--- src/rtl/c_buffer_arb_pkg.sv ---
// Shared encodings and helpers for the C buffer port arbiter.
package c_buffer_arb_pkg;

    localparam int unsigned WORD_BITS     = 32;
    localparam int unsigned LANES         = 4;
    localparam int unsigned LANE_ROW_BITS = WORD_BITS * LANES;

    typedef enum logic [1:0] {R_IDLE, R_ISSUE, R_WAIT, R_RESP} rd_state_e;
    typedef enum logic [1:0] {C_IDLE, C_RUN, C_DONE} clr_state_e;

    // Lane 0 is the most significant word of the row.
    function automatic logic [WORD_BITS-1:0] lane_select(input logic [LANE_ROW_BITS-1:0] row,
                                                         input logic [1:0]               sel);
        logic [WORD_BITS-1:0] word;
        case (sel)
            2'd0:    word = row[3*WORD_BITS +: WORD_BITS];
            2'd1:    word = row[2*WORD_BITS +: WORD_BITS];
            2'd2:    word = row[WORD_BITS +: WORD_BITS];
            default: word = row[0 +: WORD_BITS];
        endcase
        return word;
    endfunction

endpackage

--- src/rtl/c_clear_engine.sv ---
// Multi-row clear engine: walks a row pointer over a range, one row per granted beat.
module c_clear_engine
    import c_buffer_arb_pkg::*;
#(
    parameter int unsigned ADDR_BITS = 13
) (
    input  logic                 clk,
    input  logic                 reset,
    input  logic                 grant,
    input  logic                 clr_valid,
    output logic                 clr_ready,
    input  logic [ADDR_BITS-1:0] clr_base,
    input  logic [ADDR_BITS:0]   clr_count,
    output logic                 beat_req,
    output logic [ADDR_BITS-1:0] beat_addr,
    output logic                 clr_done,
    output logic                 busy
);

    localparam logic [ADDR_BITS-1:0] PtrOne = {{(ADDR_BITS-1){1'b0}}, 1'b1};
    localparam logic [ADDR_BITS:0]   RemOne = {{ADDR_BITS{1'b0}}, 1'b1};

    clr_state_e           state_q, state_d;
    logic [ADDR_BITS-1:0] ptr_q, ptr_d;
    logic [ADDR_BITS:0]   remaining_q, remaining_d;

    always_comb begin
        state_d     = state_q;
        ptr_d       = ptr_q;
        remaining_d = remaining_q;
        case (state_q)
            C_IDLE: begin
                if (clr_valid) begin
                    ptr_d       = clr_base;
                    remaining_d = clr_count;
                    state_d     = (clr_count == '0) ? C_DONE : C_RUN;
                end
            end
            C_RUN: begin
                // Pointer wraps naturally at the top of the address space.
                if (grant) begin
                    ptr_d       = ptr_q + PtrOne;
                    remaining_d = remaining_q - RemOne;
                    if (remaining_q == RemOne) begin
                        state_d = C_DONE;
                    end
                end
            end
            C_DONE:  state_d = C_IDLE;
            default: state_d = C_IDLE;
        endcase
    end

    always_ff @(posedge clk) begin
        if (reset) begin
            state_q     <= C_IDLE;
            ptr_q       <= '0;
            remaining_q <= '0;
        end else begin
            state_q     <= state_d;
            ptr_q       <= ptr_d;
            remaining_q <= remaining_d;
        end
    end

    assign clr_ready = (state_q == C_IDLE);
    assign beat_req  = (state_q == C_RUN);
    assign beat_addr = ptr_q;
    assign clr_done  = (state_q == C_DONE);
    assign busy      = (state_q != C_IDLE);

endmodule

--- src/rtl/c_buffer_port_arbiter.sv ---
// Single-port C buffer arbiter: TPU first, then CPU word reads, then background row clears.
module c_buffer_port_arbiter
    import c_buffer_arb_pkg::*;
#(
    parameter int unsigned ADDR_BITS = 13,
    parameter int unsigned DATA_BITS = 128,
    parameter int unsigned RD_LAT    = 1
) (
    input  logic                 clk,
    input  logic                 reset,
    input  logic                 tpu_busy,
    input  logic                 tpu_we,
    input  logic [ADDR_BITS-1:0] tpu_addr,
    input  logic [DATA_BITS-1:0] tpu_din,
    input  logic                 rd_req_valid,
    output logic                 rd_req_ready,
    input  logic [ADDR_BITS-1:0] rd_addr,
    input  logic [1:0]           rd_word_sel,
    output logic                 rd_rsp_valid,
    input  logic                 rd_rsp_ready,
    output logic [31:0]          rd_rsp_data,
    input  logic                 clr_valid,
    output logic                 clr_ready,
    input  logic [ADDR_BITS-1:0] clr_base,
    input  logic [ADDR_BITS:0]   clr_count,
    output logic                 clr_done,
    output logic                 ctrl_busy,
    output logic                 mem_we,
    output logic                 mem_acc_mode,
    output logic [ADDR_BITS-1:0] mem_addr,
    output logic [DATA_BITS-1:0] mem_din,
    input  logic [DATA_BITS-1:0] mem_dout
);

    localparam int unsigned CntBits = (RD_LAT < 2) ? 1 : $clog2(RD_LAT + 1);

    rd_state_e            rd_state_q, rd_state_d;
    logic [ADDR_BITS-1:0] rd_addr_q, rd_addr_d;
    logic [1:0]           rd_sel_q, rd_sel_d;
    logic [CntBits-1:0]   rd_cnt_q, rd_cnt_d;
    logic [WORD_BITS-1:0] rd_data_q, rd_data_d;

    logic                     read_issue;
    logic                     clr_beat_req;
    logic                     clr_grant;
    logic                     clr_busy;
    logic [ADDR_BITS-1:0]     clr_addr;
    logic [LANE_ROW_BITS-1:0] lane_row;

    assign rd_req_ready = (rd_state_q == R_IDLE) && !tpu_busy;
    assign read_issue   = (rd_state_q == R_ISSUE) && !tpu_busy;
    assign clr_grant    = clr_beat_req && !tpu_busy && !read_issue;
    assign lane_row     = LANE_ROW_BITS'(mem_dout);

    always_comb begin
        rd_state_d = rd_state_q;
        rd_addr_d  = rd_addr_q;
        rd_sel_d   = rd_sel_q;
        rd_cnt_d   = rd_cnt_q;
        rd_data_d  = rd_data_q;
        case (rd_state_q)
            R_IDLE: begin
                if (rd_req_valid && rd_req_ready) begin
                    rd_addr_d  = rd_addr;
                    rd_sel_d   = rd_word_sel;
                    rd_state_d = R_ISSUE;
                end
            end
            R_ISSUE: begin
                if (read_issue) begin
                    rd_cnt_d   = CntBits'(RD_LAT);
                    rd_state_d = R_WAIT;
                end
            end
            R_WAIT: begin
                // Data is captured regardless of later TPU activity; the address already went out.
                rd_cnt_d = rd_cnt_q - CntBits'(1);
                if (rd_cnt_q == CntBits'(1)) begin
                    rd_data_d  = lane_select(lane_row, rd_sel_q);
                    rd_state_d = R_RESP;
                end
            end
            R_RESP: begin
                if (rd_rsp_ready) begin
                    rd_state_d = R_IDLE;
                end
            end
            default: rd_state_d = R_IDLE;
        endcase
    end

    always_ff @(posedge clk) begin
        if (reset) begin
            rd_state_q <= R_IDLE;
            rd_addr_q  <= '0;
            rd_sel_q   <= '0;
            rd_cnt_q   <= '0;
            rd_data_q  <= '0;
        end else begin
            rd_state_q <= rd_state_d;
            rd_addr_q  <= rd_addr_d;
            rd_sel_q   <= rd_sel_d;
            rd_cnt_q   <= rd_cnt_d;
            rd_data_q  <= rd_data_d;
        end
    end

    assign rd_rsp_valid = (rd_state_q == R_RESP);
    assign rd_rsp_data  = rd_data_q;
    assign ctrl_busy    = (rd_state_q != R_IDLE) || clr_busy;

    c_clear_engine #(
        .ADDR_BITS (ADDR_BITS)
    ) u_clear (
        .clk       (clk),
        .reset     (reset),
        .grant     (clr_grant),
        .clr_valid (clr_valid),
        .clr_ready (clr_ready),
        .clr_base  (clr_base),
        .clr_count (clr_count),
        .beat_req  (clr_beat_req),
        .beat_addr (clr_addr),
        .clr_done  (clr_done),
        .busy      (clr_busy)
    );

    always_comb begin
        mem_we       = 1'b0;
        mem_acc_mode = 1'b0;
        mem_addr     = '0;
        mem_din      = '0;
        if (tpu_busy) begin
            mem_we       = tpu_we;
            mem_acc_mode = tpu_we;
            mem_addr     = tpu_addr;
            mem_din      = tpu_din;
        end else if (read_issue) begin
            mem_addr = rd_addr_q;
        end else if (clr_grant) begin
            mem_we   = 1'b1;
            mem_addr = clr_addr;
        end
    end

endmodule

--- config.mk ---
export PLATFORM = sky130hd
export DESIGN_NAME = c_buffer_port_arbiter
export DESIGN_NICKNAME = d
export VERILOG_FILES = /design/src/rtl/c_buffer_arb_pkg.sv /design/src/rtl/c_clear_engine.sv /design/src/rtl/c_buffer_port_arbiter.sv
export SDC_FILE = /design/constraint.sdc
export NUM_CORES = 1
export LEC_CHECK = 0
export ABC_AREA = 1
export CAP_MARGIN = 10
export CORE_AREA = 2 2 192 194
export DETAILED_ROUTE_END_ITERATION = 7
export DIE_AREA = 0 0 194 196
export GPL_TIMING_DRIVEN = 0
export HOLD_SLACK_MARGIN = 0.08
export PLACE_DENSITY = 0.5
export SLEW_MARGIN = 0
export SYNTH_ARGS = -nofsm -noshare
export SYNTH_HDL_FRONTEND = slang
export SYNTH_SLANG_ARGS = --single-unit
--- constraint.sdc ---
create_clock -name clk -period 2.1 [get_ports clk]
set_clock_uncertainty 0.1 [all_clocks]
set_input_delay 0.42 -clock clk [delete_from_list [all_inputs] [get_ports clk]]
set_output_delay 0.42 -clock clk [all_outputs]
set_load 0.1 [all_outputs]
Word-level counts from Yosys, hierarchy flattened
Cells that the tools add are included.
- $add $sub $neg: 3
- multiply operators: 0
- divide/modulo/power cells: 0
- magnitude comparators: 0
- equal/unequal tests: 15
- shifts and indexed selects: 0
- mux-type cells: 27
- bitwise operators: 0
- reduce and logical (&&, ||, !) cells: 22
- operator list (cell ; number):
    128-bit two-way mux ; 1
    32-bit case mux with 3 select lines ; 1
    13-bit two-way mux ; 5
    14-bit two-way mux ; 2
    14-bit case mux with 2 select lines ; 1
    13-bit case mux with 2 select lines ; 1
    2-bit two-way mux ; 8
    14-bit by 1-bit equality test with 1-bit output (second input constant) ; 1
    14-bit logical NOT ; 1
    14-bit by 1-bit subtractor with 14-bit output (second input constant) ; 1
    13-bit by 1-bit adder with 13-bit output (second input constant) ; 1
    2-bit equality test (second input constant) ; 4
    2-bit by 1-bit != test with 1-bit output (second input constant) ; 4
    2-bit case mux with 4 select lines ; 1
    2-bit nonzero test ; 4
    2-bit by 1-bit equality test with 1-bit output (second input constant) ; 3
    2-bit logical NOT ; 3
    2-bit != test (second input constant) ; 3
    2-bit AND reduction ; 3
    3-bit AND reduction ; 2
    1-bit logical AND ; 5
    1-bit two-way mux ; 5
    2-bit case mux with 2 select lines ; 1
    4-bit AND reduction ; 1
    other kinds (4) ; 5
- register bits: 79
- latch bits: 0
- memory bits (writable): 0
- ROM bits: 0
- bits of input ports: 318
- output and inout port bits: 180
- logic and storage cells: 75
- memories kept: 0

Longest topological paths before layout
Gate-level depths: netlist of run 1.
- depth after elaboration: 7
- mapped depth: 11
- gate-level depth less buffers: 10

Cells and area by module
A second synthesis of run 1 with hierarchy kept.
- cells, all modules: 1112
- area total of the unflattened synthesis: 6203.4 um2
- by module, submodules not included (module ; times used ; cells an instance ; area each (um2) ; seq. area each (um2)):
    c_buffer_port_arbiter ; 1 ; 768 ; 4165.2 ; 1001.0
    c_clear_engine ; 1 ; 344 ; 2038.2 ; 580.6

Least setup slack after synthesis of run 1
Ideal clock, no wire load.
- kind: register to output
- from: register u_clear.state_q[0]
- to: output port ctrl_busy
- arrival time: 2.776 ns
- data required time: 1.580 ns
- setup slack: -1.196 ns
- cell stages (with the launch flop): 3
- path buffers: 0
- path through: dfxtp_1 -> nor2_1 -> nand2_1
- word-level cells in the longest chain between the ends: 2
- RTL lines (item ; RTL line ; RTL):
    from (decl) ; c_clear_engine.sv:23 ; clr_state_e state_q, state_d;
    from (signal assigned) ; c_clear_engine.sv:60 ; state_q <= state_d;
    2-bit nonzero test ; c_clear_engine.sv:70 ; assign busy = (state_q != C_IDLE);
    1-bit logical OR ; c_buffer_port_arbiter.sv:110 ; assign ctrl_busy = (rd_state_q != R_IDLE) || clr_busy;
    to (decl) ; c_buffer_port_arbiter.sv:27 ; output logic ctrl_busy,
No other way between the ends.

Final worst setup path of run 1
- from: register rd_state_q[1]
- to: output port mem_addr[8]
- word-level cells in the longest chain between the ends: 7
- RTL lines (item ; RTL line ; RTL):
    from (decl) ; c_buffer_port_arbiter.sv:37 ; rd_state_e rd_state_q, rd_state_d;
    from (signal assigned) ; c_buffer_port_arbiter.sv:100 ; rd_state_q <= rd_state_d;
    2-bit by 1-bit equality test with 1-bit output * ; c_buffer_port_arbiter.sv:51 ; assign read_issue = (rd_state_q == R_ISSUE) && !tpu_busy;
    1-bit logical AND * ; c_buffer_port_arbiter.sv:51 ;
    1-bit logical NOT ; c_buffer_port_arbiter.sv:52 ; assign clr_grant = clr_beat_req && !tpu_busy && !read_issue;
    1-bit logical AND ; c_buffer_port_arbiter.sv:52 ;
    13-bit two-way mux ; c_buffer_port_arbiter.sv:140 ; end else if (clr_grant) begin
    13-bit two-way mux * ; c_buffer_port_arbiter.sv:138 ; end else if (read_issue) begin
    13-bit two-way mux * ; c_buffer_port_arbiter.sv:133 ; if (tpu_busy) begin
    to (decl) ; c_buffer_port_arbiter.sv:30 ; output logic [ADDR_BITS-1:0] mem_addr,
Every way passes the cells marked *; elsewhere a longest branch is shown, timed or not.

==> results.ini, run 1 <==
[clock_network]
htree_levels = 3
insertion_delay_ns = 0.35
holdBufCountCts = 0
clockBufferDepth = 2
cts_tree = built
cts.clk_slew.worst_paths_ns = 0.07
numCtsBuffers = 9
cts.sinks = 79
root_buffer = clkbuf_16

[synth]
async_flop_share = 0
syn-num-nets = 1359
synth_top_cell_by_area = dfxtp_1
synth_area_sq_mm = 0.00576
yosys_warnings = 0
muxShareOfSynthArea = 0
ys_seq_elements = 79
yosys-top-cells-area = dfxtp_1 27%, nand2_1 22%, inv_1 12%
synth_simple_gate_area_frac = 0.341
postSynthCellCount = 1034
ys.flop_type = dfxtp_1
syn_avg_cell_area_sq_um = 5.57
synthAdderAreaFrac = 0.0152
synth_edf_count = 0
synth_top_family_by_area = simple AND/OR/NAND/NOR gates
synth_cell_types = 28
synth.most_common_cell = nand2_1
synth_top_area_share = 0.275
yosysSeqAreaShare = 0.275
synth_common_cells = 338 x nand2_1, 185 x inv_1, 86 x o21ai_0
synth-xor-area-share = 0.00456
synth_compound_area_frac = 0.192

[drt]
drcViolationCount = 0
first_pass_iters = 5
vias = 8416
routedWlPerCell_um = 17.3
ant_nets = 0
routed_via_density = 4.15
first_iter_violations = 273
wl_um = 35100

[global_routing]
grtUsageMet2 = 0.328
top_usage_layer = met2
grtUsageMet3 = 0.0464
grt.overflow.total = 0
use_met1 = 0.206
grt_max_degree = 17
grt_use_total = 0.177
grt_pass1_wl_um = 51200
grt_pass1_vias = 8374
antenna_found_initial = 1

[die]
die_h_um = 196
ios = 498
coreArea_sq_mm = 0.0361
die_area_sq_mm = 0.0380
start_util = 0.160
rows = 70
die_w_um = 194

[hold_path]
holdPathStages = 2
min_from = rd_addr_q[8]
min_delay_worst_endpoint = rd_addr_q[8]
hold_path.class = flip-flop to flip-flop

[setup_path]
cp_top_family = buffers and inverters
ff2ff_setup_slack_ns = 0.16
cp.arrival_ns = 1.79
critPathSlowestCell = dfxtp_2
worst_setup_path_end_kind = output pin
cp.required_ns = 1.58
r2r_end = u_clear.beat_addr[4]
path_cells = inv_2 > ha_4 > inv_2 > nor2_4 > inv_4 > clkbuf_16 > o211ai_1 > buf_6
critPathMostFrequentCell = inv_2
critPathKind = flip-flop to output pin
r2r_cells = 11
crit_path_max_fanout = 5
timing.rr.start = rd_state_q[1]
cpPeakStageDelay_ns = 0.33
startpoint_type = flip-flop
critical_path_buf_inv_count = 5

[pwr]
finalPower_w = 0.00960
seq_power_share = 0.204
switching_power_w = 0.00491
power-per-cell-area_mw_per_mm2 = 762
leakage_nw = 5.44
netSwitchingFraction = 0.512
p_int_w = 0.00469
vdd_drop_max_mv = 0.404
pwr-share-clk = 0.192
power_frac_comb = 0.604

[sta]
max_clock_freq_ghz = 0.433
fin_crit_ns = 2.31
post-route-period-util = 1.10
hold_violations = 0
worst_slack_ns = -0.208
slew_viol_final = 0
tightest_slew_ns = 1.01
rsz0062_at_grt = true
setup_violations = 14
fin_tns_setup_ns = -2.24
slew_headroom = 0.332

[cells_and_area]
diodes = 0
final_layout_size_suffix_gt1_frac = 0.223
area_delta_synth_final_pct = 119
post-route-util = 0.349
fin_nets = 1878

[status]
status = finished with violations
violations = negative setup slack

[job]
cap_violations = 0

[placed_design]
place.port_buffers = 496
dpl.hpwl_um = 29600
routabilityCongestion = 0.877
pre_cts_ws_ns = -1.86

-- layout make-up --
cell class,instances,area (sq um)
Clock inverter,7,113
Timing Repair Buffer,508,5240
Tap cell,468,586
Fill cell,3919,23500
Sequential cell,79,1590
Buffer,61,425
Inverter,189,975
Multi-Input combinational cell,705,3440
Clock buffer,9,225
-- flip-flops by register name, summed over array words and instances (netlist names) --
| name | cells |
|---|---|
| rd_cnt_q | 1 |
| u_clear.state_q | 2 |
| u_clear.remaining_q | 14 |
| u_clear.beat_addr | 13 |
| rd_rsp_data | 32 |
| rd_addr_q | 13 |
| rd_state_q | 2 |
| rd_sel_q | 2 |
-- metal layers --
layer  vias up  wire length, um  part of all wire
met5         -               16           0.00046
met4         2              323            0.0092
met3        23             2450             0.070
met2       343            18000              0.51
met1      3777            14300              0.41
li1       4271                -                 -
-- tightest hold or removal path, cell delays in order (launching register included) --
cell and delay (ns):
dfxtp_1 0.30, inv_1 0.06, a21oi_1 0.05
-- cells in the final DEF (no fill, tap or decap), drive strengths merged, types with 3 or more instances in the layout --
cell type / synthesis / layout
nor2: 73 / 73
dfxtp: 79 / 79
nand4: 6 / 6
o21ai: 86 / 86
ha: 7 / 7
or2: 3 / 3
nor3: 3 / 3
clkbuf: 33 / 62
clkinvlp: 0 / 71
buf: 28 / 177
o221ai: 11 / 11
inv: 187 / 121
nand3: 67 / 67
o22ai: 6 / 6
a211oi: 3 / 3
clkdlybuf4s15: 0 / 22
a31oi: 21 / 21
a21oi: 75 / 75
nand2: 338 / 338
clkdlybuf4s50: 0 / 315
-- per-stage QoR --
step | cell area, sq um | std cells | hold WS, ns
final | 12600 | 2026 | 0.356
after floorplan | 6150 | 1034 | 0.330
after global routing | 12600 | 2026 | 0.385
after global placement | 11700 | 1998 | 0.346
after detailed placement | 11700 | 1998 | 0.346
after CTS | 12500 | 2024 | 0.355
-- what timing repair did --
| item | in CTS | in global routing |
|---|---|---|
| buffers inserted | 7 | 2 |
| cloned | 3 | 0 |
| endpoints found under the setup margin | 184 | 84 |
| gates resized for setup | 1111 | 66 |
| pin swaps | 3 | 1 |
-- worst max path at each step --
stage | slack, ns | depth (start not counted) | start | end
floorplan | -0.79 | 7 | rd_state_q[1] | mem_addr[5]
global placement | -1.86 | 6 | tpu_busy | mem_addr[1]
detailed placement | -1.86 | 6 | tpu_busy | mem_addr[1]
CTS | -0.24 | 7 | rd_state_q[1] | mem_addr[1]
global route | -0.29 | 8 | rd_state_q[1] | mem_addr[5]
finish | -0.21 | 8 | rd_state_q[1] | mem_addr[8]
-- logic make-up (layout without fill, tap and decap cells) --
family          count (synthesis)  after routing
simple gates                  491            491
buf+inv                       250            774
compound gates                204            204
flops                          79             79
fa+ha+maj                       7              7
xor+xnor                        3              3
-- power groups by stage --
stage               clock network (W)  logic (W)  registers [W]
finish                        0.00184    0.00580        0.00196
floorplan                           0    0.00307        0.00257
global route                  0.00196    0.00618        0.00199
global placement                    0    0.00548        0.00198
detailed placement                  0    0.00549        0.00199
CTS                           0.00190    0.00580        0.00196
Note: power is estimated with default switching activity, not from simulation.
==> run 2, diff against run 1 <==
Clock period 2.1 ns to 2.5 ns, I/O delays scaled along.
==> run 2 against run 1 <==
  * The flow now finishes without violations
  * Routed wire length decreased by 5.9%
  * Final cell count decreased by 0.59%
  * Sequential share of layout area increased by 0.88 points
  * First-iteration DRC count increased by 31%
  * Hold slack improved by 0.00076 ns
  * Core utilization decreased by 2.4 points
  * Global-route usage decreased by 0.97 points
  * Combinational power decreased by 21%
  * Sequential power decreased by 16%
  * Die area unchanged
  * Count of clock-buffer cells in the layout increased by 5
  * Power decreased by 19%
  * Largest power group unchanged
  * Highest routed layer is now met4
==> results.ini, run 2 (synthesis gave the netlist of run 1 again) <==
[status]
status = completed

[placed_design]
dpl.hpwl_um = 28200
place_area_sq_mm = 0.0114
dp_cells = 1998
place.port_buffers = 496
routabilityCongestion = 0.860

[clock_network]
htree_levels = 3
cts.sinks = 79
insertion_delay_ns = 0.34
root_buffer = clkbuf_16
clockBufferDepth = 2
cts.clk_slew.worst_paths_ns = 0.07
cts_tree = built
holdBufCountCts = 0
numCtsBuffers = 9

[drt]
drcViolationCount = 0
first_pass_iters = 5
vias = 8267
first_iter_violations = 358
routedWlPerCell_um = 16.4
wl_um = 33000
ant_nets = 0
routed_via_density = 4.10

[cells_and_area]
layout_common_cells = 342 x clkdlybuf4s50_1, 337 x nand2_1, 182 x inv_1
fill_cells = 4002
seqCellArea_sq_mm = 0.00158
fin_nets = 1866
multi_input_area_sq_mm = 0.00330
area_delta_synth_final_pct = 104
final_common_cell = clkdlybuf4s50_1
stdcell_area_sq_mm = 0.0117
stdcell_count = 2014
diodes = 0
largest_reg_flops = 32
final_layout_size_suffix_gt1_frac = 0.146

[pwr]
switching_power_w = 0.00388
seq_power_share = 0.211
vdd_drop_max_mv = 0.319
power-per-cell-area_mw_per_mm2 = 660
leakage_nw = 5.77
netSwitchingFraction = 0.501
power_frac_comb = 0.590
pwr-share-clk = 0.199
p_int_w = 0.00386

[sta]
tightest_slew_ns = 1.04
slew_viol_final = 0
hold_violations = 0
rsz0062_at_grt = false
max_clock_freq_ghz = 0.409
setup_violations = 0
fin_crit_ns = 2.45
slew_headroom = 0.308
post-route-period-util = 0.978

[hold_path]
hold_path.class = flip-flop to flip-flop
min_from = rd_addr_q[12]

[setup_path]
path_cells = clkdlybuf4s50_1
critPathSlowestCell = clkdlybuf4s50_1
cp.required_ns = 1.90
critical_path_buf_inv_count = 1
cp_top_family = buffers and inverters
crit_path_max_fanout = 2
cp.arrival_ns = 1.85
startpoint_type = flip-flop
timing.rr.start = rd_state_q[0]
worst_setup_path_end_kind = output pin
startpoint = rd_rsp_data[12]
critPathKind = flip-flop to output pin
cpPeakStageDelay_ns = 1.15

[global_routing]
antenna_found_initial = 0
grt_pass1_wl_um = 48800
grt_pass1_vias = 8348
grt_max_degree = 20
grt.overflow.total = 0
grt_use_total = 0.167

[die]
start_util = 0.160
die_w_um = 194
rows = 70
die_h_um = 196
die_area_sq_mm = 0.0380
coreArea_sq_mm = 0.0361
ios = 498

[job]
cap_violations = 0

[run 2: area by class of cell]
| class | instances | area share |
|---|---|---|
| Buffer | 60 | 0.0319 |
| Clock buffer | 14 | 0.0242 |
| Clock inverter | 2 | 0.00512 |
| Inverter | 189 | 0.0604 |
| Multi-Input combinational cell | 705 | 0.281 |
| Sequential cell | 79 | 0.135 |
| Tap cell | 468 | 0.0499 |
| Timing Repair Buffer | 497 | 0.412 |
[run 2: power groups by stage]
stage | logic (W) | registers [W] | clock network, W
6_report | 0.00457 | 0.00164 | 0.00154
5_1_grt | 0.00488 | 0.00167 | 0.00165
4_1_cts | 0.00457 | 0.00163 | 0.00160
3_5_place_dp | 0.00454 | 0.00165 | 0
3_3_place_gp | 0.00454 | 0.00165 | 0
2_1_floorplan | 0.00250 | 0.00215 | 0
[run 2: worst min-delay path, stage by stage (launching register included)]
cell and delay (ns):
dfxtp_1 0.30, inv_1 0.06, a21oi_1 0.05
[run 2: per-stage QoR]
step	setup WS [ns]	hold WS, ns	setup TNS, ns	util	total power [W]
after floorplan	-0.542	0.330	-3.85	-	0.00465
after detailed placement	-1.67	0.349	-178.55	0.316	0.00619
after CTS	-0.00961	0.360	-0.00961	0.321	0.00780
final	0.0544	0.357	0	0.325	0.00775
after global placement	-1.69	0.344	-178.97	0.316	0.00619
after global routing	0.00317	0.384	0	0.325	0.00819
[run 2: path summary, 6_finish.rpt]
| check | to | slack, ns | cells after the start |
|---|---|---|---|
| hold reg to reg | rd_addr_q[12] | 0.36 | 2 |
| hold / removal | rd_addr_q[12] | 0.36 | 2 |
| setup reg to reg | rd_rsp_data[7] | 0.52 | 7 |
| setup / recovery | rd_rsp_data[12] | 0.05 | 1 |
[run 2: repair_timing]
item | 4_1_cts | 5_1_grt
resized for setup | 928 | 54
pin swaps | 1 | 2
endpoints found under the setup margin | 152 | 92
setup buffers | 0 | 1
[run 2: metal layers]
metal / vias to the layer above / wire (um) / global-route usage / part of all wire
met4: 0 / 662 / 0.0455 / 0.020
met5: - / 0 / 0 / 0
li1: 4232 / - / - / -
met2: 376 / 17000 / 0.317 / 0.51
met1: 3627 / 12800 / 0.183 / 0.39
met3: 32 / 2540 / 0.0407 / 0.077
==> run 3, diff against run 2 <==
Settings changed: PLACE_DENSITY 0.5 to unset.
==> run 3 against run 2 <==
  * Sequential share of layout area is 0.16 points higher
  * Count of clock-buffer cells in the layout is 4 lower
  * Critical path depth stayed put
  * Combinational power is 1% lower
  * Sequential cell count stayed put
  * Maximum frequency hardly changed
  * Die area stayed put
  * Register-to-register slack worse by 0.05 ns
  * Final cell count stayed put
  * Power is 2.6% lower
  * Critical path type unchanged
  * Critical endpoint is now rd_rsp_data[20]
  * Largest cell class unchanged
==> results.ini, run 3 (synthesis gave the netlist of run 1 again) <==
[die]
rows = 70
die_h_um = 196
die_w_um = 194
start_util = 0.160
die_area_sq_mm = 0.0380
ios = 498
coreArea_sq_mm = 0.0361

[clock_network]
cts_tree = built
insertion_delay_ns = 0.34
clockBufferDepth = 2
numCtsBuffers = 9
htree_levels = 3
holdBufCountCts = 0
cts.clk_slew.worst_paths_ns = 0.07
root_buffer = clkbuf_16
cts.sinks = 79

[setup_path]
worst_setup_path_end_kind = output pin
r2r_end = rd_rsp_data[24]
cpPeakStageDelay_ns = 1.17
path_cells = clkdlybuf4s50_1
critPathKind = flip-flop to output pin
critical_path_buf_inv_count = 1
crit_cells = 1
crit_path_max_fanout = 2
cp.required_ns = 1.90
startpoint_type = flip-flop
critPathSlowestCell = clkdlybuf4s50_1
cp.arrival_ns = 1.84
r2r_cells = 7
cp_top_family = buffers and inverters
ff2ff_setup_slack_ns = 0.47
timing.rr.start = rd_state_q[0]

[cells_and_area]
fill_cells = 3997
area_delta_synth_final_pct = 101
largest_reg_flops = 32
final_common_cell = clkdlybuf4s50_1
fin_nets = 1866
post-route-util = 0.322
final_layout_size_suffix_gt1_frac = 0.146
diodes = 0
layout_common_cells = 340 x clkdlybuf4s50_1, 337 x nand2_1, 183 x inv_1

[pwr]
leakage_nw = 5.76
power-per-cell-area_mw_per_mm2 = 650
finalPower_w = 0.00755
vdd_drop_max_mv = 0.276

[sta]
post-route-period-util = 0.978
fin_crit_ns = 2.44
setup_violations = 0
tightest_slew_ns = 1.11
rsz0062_at_grt = false
slew_headroom = 0.263
slew_viol_final = 0
max_clock_freq_ghz = 0.409
hold_violations = 0
fin_tns_setup_ns = 0

[drt]
ant_nets = 0
first_pass_iters = 5
drcViolationCount = 0
vias = 8336
first_iter_violations = 399
routedWlPerCell_um = 15.9
wl_um = 32100
routed_via_density = 4.14

[placed_design]
dpl.hpwl_um = 27200
place.port_buffers = 496
routabilityCongestion = 0.911

[hold_path]
holdPathStages = 2
min_delay_worst_endpoint = rd_addr_q[5]
hold_path.class = flip-flop to flip-flop
min_from = rd_addr_q[5]

[status]
status = completed

[global_routing]
grt_max_degree = 20
grt.overflow.total = 0
grt_use_total = 0.159
grt_pass1_vias = 8100
grt_pass1_wl_um = 46600
antenna_found_initial = 0

[job]
cap_violations = 0

## run 3: metal layers
layer	vias up	track usage	part of all wire
met1	3692	0.169	0.38
met2	375	0.305	0.52
met4	0	0.0460	0.025
met5	-	0	0
li1	4235	-	-
met3	34	0.0437	0.075
## run 3: layout make-up
type / count / area, sq um / share of cell area
Timing Repair Buffer: 497 / 4790 / 0.413
Multi-Input combinational cell: 705 / 3270 / 0.282
Sequential cell: 79 / 1580 / 0.137
Inverter: 189 / 709 / 0.0611
Tap cell: 468 / 586 / 0.0505
Buffer: 60 / 355 / 0.0306
Clock buffer: 10 / 239 / 0.0206
Clock inverter: 6 / 67.6 / 0.00582
## run 3: power breakdown
group / internal, W / total (W) / switching (W)
combinational: 0.00137 / 0.00451 / 0.00314
sequential: 0.00148 / 0.00163 / 0.000151
clock: 0.000806 / 0.00140 / 0.000596
total: 0.00366 / 0.00755 / 0.00389
## run 3: worst register-to-register path, cell delays in order (launching register included)
cell	delay (ns)
dfxtp_2	0.37
inv_1	0.08
ha_1	0.25
nand2_1	0.23
clkinv_1	0.27
clkbuf_1	0.31
o21ai_0	0.23
a31oi_1	0.06
## run 3: timing repair
item / 4_1_cts / 5_1_grt
endpoints found under the hold margin: 0 / 0
setup endpoints to repair: 150 / 100
setup buffers: 0 / 1
gates resized for setup: 897 / 62
pin swaps: 1 / 2
gates cloned: 0 / 0
## run 3: stage by stage
stage	instances	hold WS (ns)	area [sq um]	worst slack, ns
finish	2014	0.357	11600	0.0556
CTS	2013	0.362	11500	0.00128
floorplan	1034	0.330	5850	-0.542
global placement	1998	0.349	11400	-1.65
global route	2014	0.394	11600	0.00103
detailed placement	1998	0.350	11400	-1.65
## run 3: worst max-delay path by stage
stage               startpoint              end  slack (ns)
2_1_floorplan         tpu_busy      mem_addr[5]       -0.54
3_3_place_gp          tpu_busy     mem_din[116]       -1.65
3_5_place_dp          tpu_busy     mem_din[116]       -1.65
4_1_cts               tpu_busy     mem_din[104]       0.001
5_1_grt               tpu_busy      mem_din[43]       0.001
6_report       rd_rsp_data[20]  rd_rsp_data[20]        0.06
==> RTL edit 1, RTL diff (settings of run 3) <==
`RD_LAT`: 1 -> 2.
--- a/src/rtl/c_buffer_port_arbiter.sv
+++ b/src/rtl/c_buffer_port_arbiter.sv
@@ -4,7 +4,7 @@
 #(
     parameter int unsigned ADDR_BITS = 13,
     parameter int unsigned DATA_BITS = 128,
-    parameter int unsigned RD_LAT    = 1
+    parameter int unsigned RD_LAT    = 2
 ) (
     input  logic                 clk,
     input  logic                 reset,
Check against the original RTL: not equivalent (a bounded check fails within 4 cycles, from zero or initial values and one cycle with reset high).
==> RTL edit 1 against run 3 <==
Power down 1.4%. Non-clock buffer count down 1. Highest routed layer unchanged. Synthesized area down 0.11%. Clock power up 14%. Worst setup slack worse by 0.051 ns. Largest cell class unchanged. Register-to-register slack worse by 0.16 ns. Sequential cell count up 1. Combinational power down 6.9%. Via count down 2.5%. Final area up 0.12%. Routed wire length up 1.8%.
==> RTL edit 1: results (changes against run 3) <==
=====================================================================================================
Fraction of the yosys area taken by sequential cells                                            0.278   was 0.275
Library cells used by synthesis                                                                    30   was 28
HPWL Detailed                                                                               26,900 µm   was 27,200 µm
Final Core Density                                                                              0.322   about the same
Routed via count divided by cell count                                                           4.05   was 4.14
Filler-free cell count of the finished design                                                   2,010   was 2,014
Filler cell count in the final layout                                                           4,066   was 3,997
Data arrival time of the critical path                                                        1.89 ns   was 1.84 ns
CP max stage cell                                                                        sky130_fd_sc_hd__o211ai_1   was sky130_fd_sc_hd__clkdlybuf4s50_1
Initial DRC count                                                                                 335   was 399
Met1 layer usage reported by global route                                                       0.207   was 0.169
Largest net degree at the start of global routing                                                  15   was 20
Pre-CTS WS                                                                                   -1.05 ns   was -1.65 ns
Count of input and output buffers                                                                 495   was 496
Post-synthesis share of cell area spent on full adders, half adders and majority gates         0.0174   was 0.0152
Count of instances resized after the clock tree is built                                          706   was 897
Crit path time final                                                                          2.49 ns   was 2.44 ns
Outcome                                                                                  finished clean   unchanged
Biggest cell delay along the critical path                                                    0.36 ns   was 1.17 ns
Most common library cells after synthesis                                                357 x sky130_fd_sc_hd__nand2_1, 186 x sky130_fd_sc_hd__inv_1, 89 x sky130_fd_sc_hd__a21oi_1, 80 x sky130_fd_sc_hd__dfxtp_1, 79 x sky130_fd_sc_hd__o21ai_0   was 338 x sky130_fd_sc_hd__nand2_1, 185 x sky130_fd_sc_hd__inv_1, 86 x sky130_fd_sc_hd__o21ai_0, 79 x sky130_fd_sc_hd__dfxtp_1, 75 x sky130_fd_sc_hd__a21oi_1
Crit path from                                                                           rd_state_q[1]   was rd_rsp_data[20]
Area contributors post-synth                                                             sky130_fd_sc_hd__dfxtp_1 28%, sky130_fd_sc_hd__nand2_1 23%, sky130_fd_sc_hd__inv_1 12%   was sky130_fd_sc_hd__dfxtp_1 27%, sky130_fd_sc_hd__nand2_1 22%, sky130_fd_sc_hd__inv_1 12%
Worst slew margin relative to its limit                                                         0.299   was 0.263
Met3 routed wirelength                                                                        1590 µm   was 2410 µm
Hold_sp                                                                                  rd_addr_q[1]   was rd_addr_q[5]
Average size of a mapped cell                                                                5.60 µm²   was 5.57 µm²
Length of routed met2 wiring                                                                16,100 µm   was 16,500 µm
Number of global-route vias before repair                                                       8,125   was 8,100
XOR/XNOR share of the synthesized area                                                        0.00304   was 0.00456
Proportion of layout cells with a drive suffix above 1                                          0.143   was 0.146
Maximum fanout along the worst path                                                                10   was 2
Post-place instance area                                                                   11,300 µm²   was 11,400 µm²
Sequential cell fraction of total power                                                         0.221   was 0.217
Number of post-CTS setup repair buffers                                                             1   was 0
=====================================================================================================
==> RTL edit 1: cell count changes after synthesis, moves of 6 or more <==
cell                              run 3  this run
sky130_fd_sc_hd__nand3_1             66        40
sky130_fd_sc_hd__nand2_1            338       357
sky130_fd_sc_hd__a21oi_1             75        89
sky130_fd_sc_hd__buf_2               20         9
sky130_fd_sc_hd__clkbuf_1            33        43
sky130_fd_sc_hd__nor2_1              72        62
sky130_fd_sc_hd__o211ai_1             2         9
sky130_fd_sc_hd__o21ai_0             86        79
sky130_fd_sc_hd__o21ai_1              0         7
sky130_fd_sc_hd__a21oi_2              0         6
sky130_fd_sc_hd__o22ai_1              6         0
==> RTL edit 1: area by class of cell <==
class	count	share of cell area
clock inverters	7	0.0103
flip-flops and latches	80	0.138
inverters	190	0.0620
multi-input cells	700	0.281
plain buffers	57	0.0233
clock buffers	9	0.0194
well taps	468	0.0504
repair buffers	499	0.416
==> RTL edit 2, RTL diff (flow settings as in run 3) <==
Without the edit above. Encoding of `rd_state_e`: now one-hot (4 bits for 4 states).
--- a/src/rtl/c_buffer_arb_pkg.sv
+++ b/src/rtl/c_buffer_arb_pkg.sv
@@ -5,7 +5,7 @@
     localparam int unsigned LANES         = 4;
     localparam int unsigned LANE_ROW_BITS = WORD_BITS * LANES;
 
-    typedef enum logic [1:0] {R_IDLE, R_ISSUE, R_WAIT, R_RESP} rd_state_e;
+    typedef enum logic [3:0] {R_IDLE = 4'b0001, R_ISSUE = 4'b0010, R_WAIT = 4'b0100, R_RESP = 4'b1000} rd_state_e;
     typedef enum logic [1:0] {C_IDLE, C_RUN, C_DONE} clr_state_e;
 
     // Lane 0 is the most significant word of the row.
Behaviour: same outputs for any inputs over 4 cycles, from zero or initial values and one cycle with reset high; so few cycles prove little.
==> RTL edit 2 against run 3 <==
Synthesized area is 0.59% higher. Via count is 2.5% higher. Sequential share of layout area is 0.33 points higher. Routed wire length is 0.43% lower. Worst hold slack better by 0.0025 ns. Non-clock buffer count is 1 lower. Final area is 0.28% higher. Power is 21% lower. Fmax is 0.31% lower. Sequential cell count is 2 higher. First-iteration DRC count is 3.0% higher. Worst setup slack worse by 0.0076 ns. Critical endpoint is now rd_rsp_data[31]. Largest power group unchanged.
==> RTL edit 2: results (changes against run 3) <==
=====================================================================
Initial antenna violation count                                     1   was 0
Area contributors post-synth                             sky130_fd_sc_hd__nand2_1 29%, sky130_fd_sc_hd__dfxtp_1 28%, sky130_fd_sc_hd__inv_1 12%   was sky130_fd_sc_hd__dfxtp_1 27%, sky130_fd_sc_hd__nand2_1 22%, sky130_fd_sc_hd__inv_1 12%
Worst reg2reg startpoint                                  rd_sel_q[0]   was rd_state_q[0]
Largest register FFs                                               32   unchanged
Outcome                                                  finished clean   unchanged
Net count, final                                                1,900   was 1,866
Cells after synthesis                                           1,068   was 1,034
Max VDD drop                                               0.000298 V   was 0.000276 V
Worst slew margin relative to its limit                         0.262   was 0.263
Filler cell count in the final layout                           3,961   was 3,997
Post-synth net total                                            1,389   was 1,359
End of the worst register-to-register path               rd_rsp_data[28]   was rd_rsp_data[24]
Worst Hold End                                           rd_addr_q[8]   was rd_addr_q[5]
Library cells used by synthesis                                    31   was 28
HPWL Detailed                                               26,600 µm   was 27,200 µm
Starting utilization of the core area                           0.161   was 0.160
Proportion of layout cells with a drive suffix above 1          0.140   was 0.146
Via count                                                       8,543   was 8,336
Filler-free cell count of the finished design                   2,053   was 2,014
Overall routing resource usage                                  0.161   was 0.159
Routability-driven placement congestion ratio                   0.917   was 0.911
Number of placed instances with taps included                   2,032   was 1,998
Hold_sp                                                  rd_addr_q[8]   was rd_addr_q[5]
Total leakage power                                           5.59 nW   was 5.76 nW
Global-route wire length before repair                      47,100 µm   was 46,600 µm
Count of final hold-check violations                                0   unchanged
=====================================================================
-- RTL edit 2: metrics by stage --
step	worst slack, ns	hold slack, ns	setup TNS [ns]	instance area [µm²]
final	0.0479	0.360	0	11600
after global routing	0.000849	0.383	0	11600
after CTS	0.000308	0.364	0	11700
after detailed placement	-1.08	0.355	-112.73	11500
after global placement	-1.06	0.340	-111.09	11500
after floorplan	-0.479	0.330	-8.04	5910
-- RTL edit 2: worst reg2reg max path: stages (launching register included) --
cell	delay, ns
sky130_fd_sc_hd__dfxtp_1	0.37
sky130_fd_sc_hd__inv_1	0.07
sky130_fd_sc_hd__nor2_1	0.46
sky130_fd_sc_hd__clkbuf_1	0.49
sky130_fd_sc_hd__nand2_1	0.18
sky130_fd_sc_hd__nand4_1	0.13
sky130_fd_sc_hd__nand2_1	0.06
sky130_fd_sc_hd__a21oi_1	0.12
-- RTL edit 2: where the power goes --
part           switching (mW)  internal (mW)  leakage [nW]
clock network           0.606          0.939         0.163
logic                    1.96          0.948          4.77
registers               0.107           1.40         0.663
-- RTL edit 2: cell families after synthesis --
logic type                 count (synthesis)  synth area share
AOI/OAI and AO/OA                        141             0.132
xor gates and xnor gates                   1           0.00151
adders and majority gates                  3           0.00648
buffers and inverters                    247             0.164
DFF                                       81             0.280
and+or+nand+nor                          595             0.416
-- RTL edit 2: layer usage --
layer  global-route usage  wire length (µm)
met1                0.176             12300
met2                0.299             16100
met3               0.0382              2610
met4               0.0606               877
met5                    0                 0
-- RTL edit 2: repair_timing --
item	4_1_cts	5_1_grt
endpoints found under the setup margin	150	49
pin swaps	3	4
gates resized for setup	676	46
setup buffers	5	0
-- RTL edit 2: cell type report --
| cell class | instances | area [µm²] | area share |
|---|---|---|---|
| multi-input combinational | 740 | 3320 | 0.286 |
| clock buffer | 11 | 253 | 0.0217 |
| clock inverter | 5 | 85.1 | 0.00731 |
| tap | 468 | 586 | 0.0503 |
| inverter | 191 | 727 | 0.0625 |
| sequential | 81 | 1630 | 0.140 |
| antenna | 1 | 2.50 | 0.000215 |
| timing repair buffer | 501 | 4770 | 0.410 |
| buffer | 55 | 260 | 0.0224 |
-- RTL edit 2: how the worst max path moves through the flow --
stage,from,to,slack (ns),cells after the start
after floorplan,tpu_busy,mem_addr[1],-0.48,5
after global placement,tpu_busy,mem_din[54],-1.06,6
after detailed placement,tpu_busy,mem_din[55],-1.08,6
after CTS,rd_state_q[2],mem_addr[1],0.0003,7
after global routing,u_clear.state_q[1],mem_addr[9],0.0008,7
final,rd_rsp_data[31],rd_rsp_data[31],0.05,1
